## src/rtl/fpadd_issue_ctrl_if.sv

```systemverilog
// Handshake and datapath bundle between the FPADD front end, the issue/collect
// controller and the packed FP16x8 / FP32x4 adder array.
interface fpadd_issue_ctrl_if #(
  parameter int TAG_W = 4
);
  logic             cmd_valid;
  logic             cmd_ready;
  logic [127:0]     cmd_src0;
  logic [127:0]     cmd_src1;
  logic             cmd_mode;
  logic [TAG_W-1:0] cmd_tag;
  logic             flush;

  logic [127:0]     add_src0;
  logic [127:0]     add_src1;
  logic             add_mode;
  logic [127:0]     add_result;

  logic             rsp_valid;
  logic             rsp_ready;
  logic [127:0]     rsp_data;
  logic             rsp_mode;
  logic [TAG_W-1:0] rsp_tag;

  logic             busy;
  logic [15:0]      op_cnt;

  // Controller side
  modport slave (
    input  cmd_valid, cmd_src0, cmd_src1, cmd_mode, cmd_tag, flush,
    input  add_result, rsp_ready,
    output cmd_ready, add_src0, add_src1, add_mode,
    output rsp_valid, rsp_data, rsp_mode, rsp_tag, busy, op_cnt
  );

  // Front end / adder / consumer side
  modport master (
    output cmd_valid, cmd_src0, cmd_src1, cmd_mode, cmd_tag, flush,
    output add_result, rsp_ready,
    input  cmd_ready, add_src0, add_src1, add_mode,
    input  rsp_valid, rsp_data, rsp_mode, rsp_tag, busy, op_cnt
  );
endinterface

```

## src/rtl/fpadd_issue_ctrl.sv

```systemverilog
// Issue/collect controller for the packed FP add array: holds operands for a
// fixed pipeline latency, captures the sum and returns it with its tag.
//
// state | meaning
// IDLE  | ready for a command, adder inputs hold the last operands
// WAIT  | operands driven, counting down the adder latency
// RESP  | captured sum presented, waiting for rsp_ready
module fpadd_issue_ctrl #(
  parameter int ADD_LAT = 3,
  parameter int TAG_W   = 4
) (
  input  logic              clk,
  input  logic              rst_n,
  fpadd_issue_ctrl_if.slave bus
);

  typedef enum logic [1:0] {
    IDLE = 2'd0,
    WAIT = 2'd1,
    RESP = 2'd2
  } state_t;

  localparam logic [3:0] LAT_INIT = 4'(ADD_LAT);

  state_t           state;
  logic [3:0]       lat_cnt;
  logic [TAG_W-1:0] tag_q;
  logic [127:0]     add_src0_q;
  logic [127:0]     add_src1_q;
  logic             add_mode_q;
  logic             rsp_valid_q;
  logic [127:0]     rsp_data_q;
  logic             rsp_mode_q;
  logic [TAG_W-1:0] rsp_tag_q;
  logic [15:0]      op_cnt_q;

  // Ready is gated by reset and flush so no command slips in while either is active
  assign bus.cmd_ready = rst_n & ~bus.flush & (state == IDLE);
  assign bus.busy      = (state != IDLE);

  assign bus.add_src0  = add_src0_q;
  assign bus.add_src1  = add_src1_q;
  assign bus.add_mode  = add_mode_q;
  assign bus.rsp_valid = rsp_valid_q;
  assign bus.rsp_data  = rsp_data_q;
  assign bus.rsp_mode  = rsp_mode_q;
  assign bus.rsp_tag   = rsp_tag_q;
  assign bus.op_cnt    = op_cnt_q;

  always_ff @(posedge clk) begin
    if (!rst_n) begin
      state       <= IDLE;
      lat_cnt     <= 4'd0;
      tag_q       <= '0;
      add_src0_q  <= '0;
      add_src1_q  <= '0;
      add_mode_q  <= 1'b0;
      rsp_valid_q <= 1'b0;
      rsp_data_q  <= '0;
      rsp_mode_q  <= 1'b0;
      rsp_tag_q   <= '0;
      op_cnt_q    <= 16'd0;
    end else if (bus.flush) begin
      // Operands and the last response payload are kept; only the op is dropped
      state       <= IDLE;
      rsp_valid_q <= 1'b0;
      lat_cnt     <= 4'd0;
    end else begin
      case (state)
        IDLE: begin
          if (bus.cmd_valid) begin
            add_src0_q <= bus.cmd_src0;
            add_src1_q <= bus.cmd_src1;
            add_mode_q <= bus.cmd_mode;
            tag_q      <= bus.cmd_tag;
            lat_cnt    <= LAT_INIT;
            state      <= WAIT;
          end
        end
        WAIT: begin
          if (lat_cnt == 4'd0) begin
            rsp_data_q  <= bus.add_result;
            rsp_mode_q  <= add_mode_q;
            rsp_tag_q   <= tag_q;
            rsp_valid_q <= 1'b1;
            state       <= RESP;
          end else begin
            lat_cnt <= lat_cnt - 4'd1;
          end
        end
        RESP: begin
          if (bus.rsp_ready) begin
            rsp_valid_q <= 1'b0;
            op_cnt_q    <= op_cnt_q + 16'd1;
            state       <= IDLE;
          end
        end
        default: state <= IDLE;
      endcase
    end
  end

endmodule

```

## src/flat_wrapper.sv

```systemverilog
// flat-port wrapper written by rule: the top's interface ports become plain ports
module fpadd_issue_ctrl_flat 
#(
  parameter int ADD_LAT = 3,
  parameter int TAG_W   = 4
)
  (clk, rst_n, bus_cmd_valid, bus_cmd_src0, bus_cmd_src1, bus_cmd_mode, bus_cmd_tag, bus_flush, bus_add_result, bus_rsp_ready, bus_cmd_ready, bus_add_src0, bus_add_src1, bus_add_mode, bus_rsp_valid, bus_rsp_data, bus_rsp_mode, bus_rsp_tag, bus_busy, bus_op_cnt);
  fpadd_issue_ctrl_if #(.TAG_W(TAG_W)) bus_i ();
  input  logic clk;
  input  logic rst_n;
  input wire logic [$bits(bus_i.cmd_valid)-1:0] bus_cmd_valid;
  input wire logic [$bits(bus_i.cmd_src0)-1:0] bus_cmd_src0;
  input wire logic [$bits(bus_i.cmd_src1)-1:0] bus_cmd_src1;
  input wire logic [$bits(bus_i.cmd_mode)-1:0] bus_cmd_mode;
  input wire logic [$bits(bus_i.cmd_tag)-1:0] bus_cmd_tag;
  input wire logic [$bits(bus_i.flush)-1:0] bus_flush;
  input wire logic [$bits(bus_i.add_result)-1:0] bus_add_result;
  input wire logic [$bits(bus_i.rsp_ready)-1:0] bus_rsp_ready;
  output wire logic [$bits(bus_i.cmd_ready)-1:0] bus_cmd_ready;
  output wire logic [$bits(bus_i.add_src0)-1:0] bus_add_src0;
  output wire logic [$bits(bus_i.add_src1)-1:0] bus_add_src1;
  output wire logic [$bits(bus_i.add_mode)-1:0] bus_add_mode;
  output wire logic [$bits(bus_i.rsp_valid)-1:0] bus_rsp_valid;
  output wire logic [$bits(bus_i.rsp_data)-1:0] bus_rsp_data;
  output wire logic [$bits(bus_i.rsp_mode)-1:0] bus_rsp_mode;
  output wire logic [$bits(bus_i.rsp_tag)-1:0] bus_rsp_tag;
  output wire logic [$bits(bus_i.busy)-1:0] bus_busy;
  output wire logic [$bits(bus_i.op_cnt)-1:0] bus_op_cnt;
  assign bus_i.cmd_valid = bus_cmd_valid;
  assign bus_i.cmd_src0 = bus_cmd_src0;
  assign bus_i.cmd_src1 = bus_cmd_src1;
  assign bus_i.cmd_mode = bus_cmd_mode;
  assign bus_i.cmd_tag = bus_cmd_tag;
  assign bus_i.flush = bus_flush;
  assign bus_i.add_result = bus_add_result;
  assign bus_i.rsp_ready = bus_rsp_ready;
  assign bus_cmd_ready = bus_i.cmd_ready;
  assign bus_add_src0 = bus_i.add_src0;
  assign bus_add_src1 = bus_i.add_src1;
  assign bus_add_mode = bus_i.add_mode;
  assign bus_rsp_valid = bus_i.rsp_valid;
  assign bus_rsp_data = bus_i.rsp_data;
  assign bus_rsp_mode = bus_i.rsp_mode;
  assign bus_rsp_tag = bus_i.rsp_tag;
  assign bus_busy = bus_i.busy;
  assign bus_op_cnt = bus_i.op_cnt;
  fpadd_issue_ctrl #(.ADD_LAT(ADD_LAT), .TAG_W(TAG_W)) u_core (.clk(clk), .rst_n(rst_n), .bus(bus_i));
endmodule
```

## config.mk

```make
export PLATFORM = sky130hd
export DESIGN_NAME = fpadd_issue_ctrl_flat
export DESIGN_NICKNAME = d
export VERILOG_FILES = /design/src/rtl/fpadd_issue_ctrl_if.sv /design/src/rtl/fpadd_issue_ctrl.sv /design/src/flat_wrapper.sv
export SDC_FILE = /design/constraint.sdc
export NUM_CORES = 1
export LEC_CHECK = 0
export BUFFER_PORTS_ARGS = -buffer_cell sky130_fd_sc_hd__buf_2
export CORE_AREA = 4 4 313 315
export DETAILED_ROUTE_END_ITERATION = 10
export DIE_AREA = 0 0 317 319
export PLACE_DENSITY = 0.41
export SYNTH_ARGS = -nofsm -noshare
export SYNTH_HDL_FRONTEND = slang
export SYNTH_SLANG_ARGS = --single-unit
```

## constraint.sdc

```tcl
create_clock -name clk -period 5.05 [get_ports clk]
set_input_delay 1.01 -clock clk [delete_from_list [all_inputs] [get_ports clk]]
set_output_delay 1.01 -clock clk [all_outputs]
set_load 0.01 [all_outputs]
```

# Word level (Yosys, flattened, before mapping)
# Index checks and enable logic that the tools add are counted.
# classes
eq_ne	6
multipliers	0
reduce_logical	12
add_sub_neg	2
magnitude_cmp	0
muxes	10
div	0
n_bitwise	4
n_shift	0
# ops
operator	count
$reduce_and 3->1	6
$add 16x1->16 const B	1
$mux 4	2
$pmux 4 s2	1
$mux 2	3
$ne 2x2->1 const B	3
$pmux 2 s3	1
$reduce_bool 2->1	3
$logic_not 4->1	1
$sub 4x1->4 const B	1
$and 1x1->1	2
$eq 2x1->1 const B	1
$eq 2x2->1 const B	1
$logic_not 2->1	1
$mux 1	2
$ne 2x1->1 const B	1
$not 1->1	2
$pmux 1 s2	1
$reduce_or 2->1	1
# totals
mem_bits_ro	0
out_inout_bits	409
latchBits	0
register_bits	417
word_cells	45
mem_bits_rw	0
inputBits	394
mem_count	0

# Logic depth before layout (Yosys ltp)
# Gate-level depths: netlist of the first run.
# depth
word_depth	3
depth_mapped	9
ltp_nobuf	6

# Worst setup path after synthesis of the first run
# Ideal clock, no wire load.
# synth_path
path_kind	input -> output
startpoint	in bus_flush
endpoint	out bus_cmd_ready
stages	3
slack_ns	2.427
t_arrival_ns	1.613
cell_sequence	clkbuf_1 -> nand2b_1 -> nor2_1
# synth_via
elab_chain_len	3
# synth_lines
item	line_no	rtl
from (decl)	flat_wrapper.sv:16	input wire logic [$bits(bus_i.flush)-1:0] bus_flush;
$not 1->1 (no source line)	--	
$and 1x1->1 (2 in series)	fpadd_issue_ctrl.sv:38	assign bus.cmd_ready = rst_n & ~bus.flush & (state == IDLE);
to (decl)	flat_wrapper.sv:19	output wire logic [$bits(bus_i.cmd_ready)-1:0] bus_cmd_ready;
# No other way between the ends.

# Worst setup path in the final report of the first run
# layout_path
startpoint	in rst_n
endpoint	out bus_cmd_ready
# layout_via
elab_chain_len	2
# layout_lines
item	line_no	rtl
from (decl)	flat_wrapper.sv:10	input logic rst_n;
$and 1x1->1 (2 in series)	fpadd_issue_ctrl.sv:38	
# No other way between the ends.

==> flow_summary.yaml, run 1 <==
route:
  dr_total_vias: 14910
  vias_per_cell: 3.829
  wirelength_mm: 66.40
  avgRoutedWirePerCell_um: 17.05
  antenna_left: 0
  dr.first_iter.drc_count: 770
  dr.pass1.iters: 5
  remaining_drc_errors: 0
cts:
  clkSlewWorstSetupHoldPaths_ns: 0.06
  cts_sinks: 417
  post_cts_resize_count: 0
  root_buffer: "clkbuf_16"
  post_cts.repair.setup_buffers: 0
  clock_latency_ns: 0.61
  hold_buffers: 0
  cts_made_buffers: 51
  cts_tree: "done"
  clockBufferDepth: 3
  htreeDepth: 2
floorplan:
  coreArea_um2: 94870
  start_util_pct: 15.54
  die_w_um: 317
  dieArea_um2: 101100
  die_height_um: 319
  ioPinCount: 803
  rows: 113
logic_synthesis:
  yosysTopAreaCell: "dfxtp_1"
  postSynthCellCount: 1842
  yosys_most_used_dff: "dfxtp_1"
  synthDistinctLibCells: 39
  synth_most_common_cell: "nand2_1"
  synth_area_per_cell_um2: 8.002
  synthTopCellsByArea: "dfxtp_1, nand2_1, a21oi_1, buf_6, clkbuf_1"
  synth.top_cell.area_share_pct: 56.63
  synthesis.nets: 2239
  syn_area_um2: 14740
  async_flop_share_pct: 0
  ys_top_cells_by_count: "nand2_1, dfxtp_1, a21oi_1"
  synth_edf_count: 0
  yosys_warnings: 0
  ys_ff_latch: 417
  synth-seq-area-share_pct: 56.63
sta:
  drv_slew: 0
  rsz0062_at_grt: "no"
  relSlewSlack_pct: 38.82
  worstMarginPinSlew_ns: 0.9178
  worst_clock_skew_ns: 0.01992
  tns_ns: 0
  finalHoldViolCount: 0
  fin_crit_sh_pct: 55.86
  max_freq_ghz: 0.3545
  setup_viol: 0
  fin_crit_ns: 2.821
global_routing:
  antenna_found_initial: 21
  grt_util_met3_pct: 4.630
  grt_use_met2_pct: 21.40
  grt_remaining_overflow: 0
  grt_use_met1_pct: 13.75
  grt_pass1_wl_mm: 94.83
  first_global_vias: 14510
  grt_most_used_layer: "met2"
  grt_use_total_pct: 12.26
  grt_max_degree: 134
setup_path:
  endpoint_kind: "output port"
  cp_data_required_time_ns: 4.04
  critPathKind: "primary input to output port"
  cp.arrival_ns: 1.81
  start_kind: "primary input"
  crit_fanout: 8
placed_design:
  place_hpwl_mm: 48.80
  placed_cell_area_um2: 19890
  io_buffers: 802
  routabilityCongestion: 0.7923
layout:
  area_growth_pct: 46.35
  fin_area_um2: 21570
  drive_above_1_share_pct: 35.28
  finalNetCount: 2985
  num-fill-cells: 10760
power_and_ir_drop:
  power.density_nw_per_um2: 366.5
  vdd_drop_max_v: 0.0002003
  p_leak_nw: 9.514
  total_power_w: 0.007905
run_status:
  outcome: "completed"
job:
  drv_cap: 0
hold_path:
  hold_path.class: "register to register"
==> flip-flops by register name, indices dropped and copies added, names as in the netlist, 2 cells and up <==
signal               count
u_core.bus.add_src0    128
u_core.bus.rsp_data    128
u_core.state             2
u_core.bus.add_src1    128
u_core.lat_cnt           4
u_core.bus.rsp_tag       4
u_core.bus.op_cnt       16
u_core.tag_q             4
==> worst max-delay path: stages <==
cell and delay [ns]:
buf_2 0.23, nand2b_1 0.22, nor2_1 0.19, buf_2 0.16
==> cell families after synthesis <==
family	synth area share, %
XOR/XNOR	0.6536
buffers and inverters	5.373
adder cells (fa/ha/maj)	0.2547
flip-flops	56.63
AND/OR/NAND/NOR	22.90
multiplexers	0.1358
AO/OA/AOI/OAI	14.05
==> through the flow <==
step / util [%] / hold WS [ns] / setup slack (ns) / cells
after detailed placement: 20.97 / 0.4430 / 1.914 / 3800
after global routing: 22.74 / 0.4647 / 2.127 / 3893
after global placement: 20.97 / 0.4392 / 1.959 / 3800
after CTS: 22.72 / 0.4510 / 2.178 / 3887
after floorplan: - / 0.4321 / 2.427 / 1842
final: 22.74 / 0.4481 / 2.229 / 3894
==> cell usage in the layout (no fill, tap or decap), types with 7 or more instances in the layout <==
master	n
dfxtp_1	417
buf_4	17
clkinv_2	10
xnor2_1	7
diode_2	7
nand2_1	798
clkbuf_16	51
buf_12	9
nor2_1	20
clkbuf_8	11
a21oi_1	401
buf_2	802
==> report_power, final <==
group | switching, W | internal (W)
logic | 0.000445 | 0.000297
clock network | 0.00153 | 0.00216
registers | 0.0000612 | 0.00341
==> worst paths after layout <==
check	start	endpoint	slack, ns	cells after the start
worst max-delay path	rst_n	bus_cmd_ready	2.23	4
worst min-delay path	u_core.bus.add_src1[112]	u_core.bus.add_src1[112]	0.45	2
worst max register to register	u_core.lat_cnt[0]	u_core.bus.rsp_data[25]	2.64	7
worst min register to register	u_core.bus.add_src1[112]	u_core.bus.add_src1[112]	0.45	2
==> area by class of cell <==
type | instances | area, um^2 | share of cell area, %
Antenna cell | 7 | 17.52 | 0.08120
Inverter | 7 | 33.78 | 0.1566
Timing Repair Buffer | 828 | 4322 | 20.03
Clock buffer | 67 | 1446 | 6.705
Multi-Input combinational cell | 1283 | 5608 | 26.00
Tap cell | 1265 | 1583 | 7.337
Clock inverter | 20 | 214.0 | 0.9918
Sequential cell | 417 | 8348 | 38.70
==> layer usage <==
metal  routed length, um  share of wire (%)
met5                 103               0.16
met1               25510                 38
met4                1670                2.5
met3                6446                9.7
met2               32670                 49
No activity file was read; power rests on OpenSTA's default activity.
==> run 2: changes to the inputs <==
--- a/config.mk
+++ b/config.mk
@@ -5,11 +5,12 @@
 export SDC_FILE = /design/constraint.sdc
 export NUM_CORES = 1
 export LEC_CHECK = 0
+export ABC_AREA = 1
 export BUFFER_PORTS_ARGS = -buffer_cell sky130_fd_sc_hd__buf_2
-export CORE_AREA = 4 4 313 315
+export CORE_AREA = 4 4 307 309
 export DETAILED_ROUTE_END_ITERATION = 10
-export DIE_AREA = 0 0 317 319
-export PLACE_DENSITY = 0.41
+export DIE_AREA = 0 0 311 313
+export PLACE_DENSITY = 0.42
 export SYNTH_ARGS = -nofsm -noshare
 export SYNTH_HDL_FRONTEND = slang
 export SYNTH_SLANG_ARGS = --single-unit
==> constraint.sdc (replaced) <==
create_clock -name clk -period 2.9 [get_ports clk]
set_input_delay 0.58 -clock clk [delete_from_list [all_inputs] [get_ports clk]]
set_output_delay 0.58 -clock clk [all_outputs]
set_load 0.01 [all_outputs]
==> run 2 against run 1 <==
Effect of this change: core utilization rose by 0.96 points; clock-buffer cell count rose by 9; first-iteration DRC count rose by 30%; largest cell class unchanged; clock skew fell by 0.00063 ns; highest routed layer unchanged; via count fell by 0.62%; hold slack got worse by 0.24 ns; final cell count fell by 0.64%; combinational power rose by 120%; critical endpoint unchanged; largest power group unchanged.
==> flow_summary.yaml, run 2 <==
route:
  avgRoutedWirePerCell_um: 16.74
  antenna_left: 0
  vias_per_cell: 3.830
  dr_total_vias: 14820
  remaining_drc_errors: 0
  wirelength_mm: 64.79
  dr.pass1.iters: 5
  dr.first_iter.drc_count: 1002
setup_path:
  cp_data_required_time_ns: 2.32
  start_kind: "register"
  endpoint_kind: "output port"
  cp.arrival_ns: 1.45
  rrSetupSlack_ns: 0.92
  critPathKind: "register to output port"
  crit_fanout: 3
global_routing:
  grt_pass1_wl_mm: 94.99
  grt_remaining_overflow: 0
  first_global_vias: 14600
  antenna_found_initial: 12
  grt_use_total_pct: 12.59
  grt_max_degree: 117
layout:
  layout_common_cells: "nor2_1, buf_2, dfxtp_1"
  finalNetCount: 3036
  fin_area_um2: 21660
  final_core_util_pct: 23.70
  area_growth_pct: 47.86
  drive_above_1_share_pct: 34.84
  final_common_cell: "nor2_1"
  num-fill-cells: 10310
sta:
  finalHoldViolCount: 0
  fin_crit_ns: 2.029
  max_freq_ghz: 0.4930
  worstMarginPinSlew_ns: 0.6622
  tns_ns: 0
  drv_slew: 0
  worst_clock_skew_ns: 0.01929
  holdWs_ns: 0.2071
  worst_slack_ns: 0.8715
  rsz0062_at_grt: "no"
  fin_crit_sh_pct: 69.95
  relSlewSlack_pct: 55.85
  setup_viol: 0
cts:
  cts_sinks: 417
  clkSlewWorstSetupHoldPaths_ns: 0.06
  root_buffer: "clkbuf_16"
  clockBufferDepth: 3
  cts_tree: "done"
  post_cts_resize_count: 0
  cts_made_buffers: 51
  post_cts.repair.setup_buffers: 0
  clock_latency_ns: 0.60
  htreeDepth: 2
  hold_buffers: 0
logic_synthesis:
  synthTopCellsByArea: "dfxtp_1, nor2_1, o21ai_0, o21ai_1, clkbuf_1"
  synthDistinctLibCells: 22
  yosys_most_used_dff: "dfxtp_1"
  yosys_warnings: 0
  synth_most_common_cell: "nor2_1"
  yosysTopAreaCell: "dfxtp_1"
  syn_area_um2: 14650
  synth_edf_count: 0
  synthesis.nets: 2272
  async_flop_share_pct: 0
  ys_top_cells_by_count: "nor2_1, dfxtp_1, o21ai_0"
  synth_area_per_cell_um2: 7.812
  postSynthCellCount: 1875
  ys_ff_latch: 417
  synth.top_cell.area_share_pct: 56.99
  synth-seq-area-share_pct: 56.99
floorplan:
  coreArea_um2: 91390
  start_util_pct: 16.03
  die_w_um: 311
  die_height_um: 313
  dieArea_um2: 97340
  rows: 111
  ioPinCount: 803
power_and_ir_drop:
  p_comb_share_pct: 11.4
  power.internal_w: 0.01059
  power.density_nw_per_um2: 661.6
  switchingPower_w: 0.003739
  vdd_drop_max_v: 0.0004427
  pwr-share-seq_pct: 43.4
  p_clk_share_pct: 45.3
  p_sw_share_pct: 26.10
  p_leak_nw: 10.53
run_status:
  outcome: "completed"
placed_design:
  routabilityCongestion: 0.8296
  pre_cts_ws_ns: 0.7805
  place_hpwl_mm: 48.53
  io_buffers: 802
  placed_cell_area_um2: 19940
hold_path:
  hold_path.class: "primary input to register"
job:
  drv_cap: 0
## run 2: cell type report
| cell class | instances | area (um^2) | area share, % |
|---|---|---|---|
| timing repair buffer | 840 | 4472 | 20.65 |
| sequential | 417 | 8348 | 38.54 |
| clock buffer | 76 | 1551 | 7.163 |
| clock inverter | 13 | 146.4 | 0.6759 |
| multi-input combinational | 1298 | 5510 | 25.44 |
| tap | 1186 | 1484 | 6.852 |
| antenna | 8 | 20.02 | 0.09243 |
| inverter | 31 | 126.4 | 0.5835 |
## run 2: worst paths after layout
kind                                 from  cells after the start                        to
setup / recovery          u_core.state[1]                      4             bus_cmd_ready
hold / removal         bus_add_result[13]                      3   u_core.bus.rsp_data[13]
setup reg to reg        u_core.lat_cnt[0]                      9  u_core.bus.rsp_data[123]
hold reg to reg   u_core.bus.add_src1[93]                      2   u_core.bus.add_src1[93]
## run 2: metal layers
| metal | wire length [um] | GRT usage [%] | up-vias |
|---|---|---|---|
| met5 | 12 | 0 | - |
| met4 | 1566 | 4.052 | 2 |
| met3 | 4344 | 3.491 | 84 |
| met2 | 32520 | 22.27 | 470 |
| met1 | 26350 | 14.72 | 6736 |
| li1 | - | - | 7525 |
## run 2: power by group through the flow
stage | registers, W | logic [W] | clock network [W]
final | 0.00621 | 0.00163 | 0.00648
after global routing | 0.00625 | 0.00182 | 0.00696
after CTS | 0.00622 | 0.00167 | 0.00675
after detailed placement | 0.00634 | 0.00166 | 0
after global placement | 0.00633 | 0.00167 | 0
after floorplan | 0.00649 | 0.000627 | 0
## run 2: per-stage QoR
step / total power [W] / std cells
after floorplan: 0.007112 / 1875
after global placement: 0.007999 / 3772
after detailed placement: 0.008002 / 3772
after CTS: 0.01464 / 3861
after global routing: 0.01504 / 3869
final: 0.01433 / 3869
## run 2: kinds of logic after synthesis
family / share of synthesized area (%)
xor gates and xnor gates: 0.1196
DFF: 56.99
buffers and inverters: 5.441
and+or+nand+nor: 22.91
adders and majority gates: 0.2563
AOI/OAI and AO/OA: 14.28
## run 2: worst max-delay path, stage by stage (launching register included)
cell,delay [ns]
dfxtp_1,0.33
nor2_2,0.22
inv_1,0.08
nor2_1,0.10
buf_2,0.14
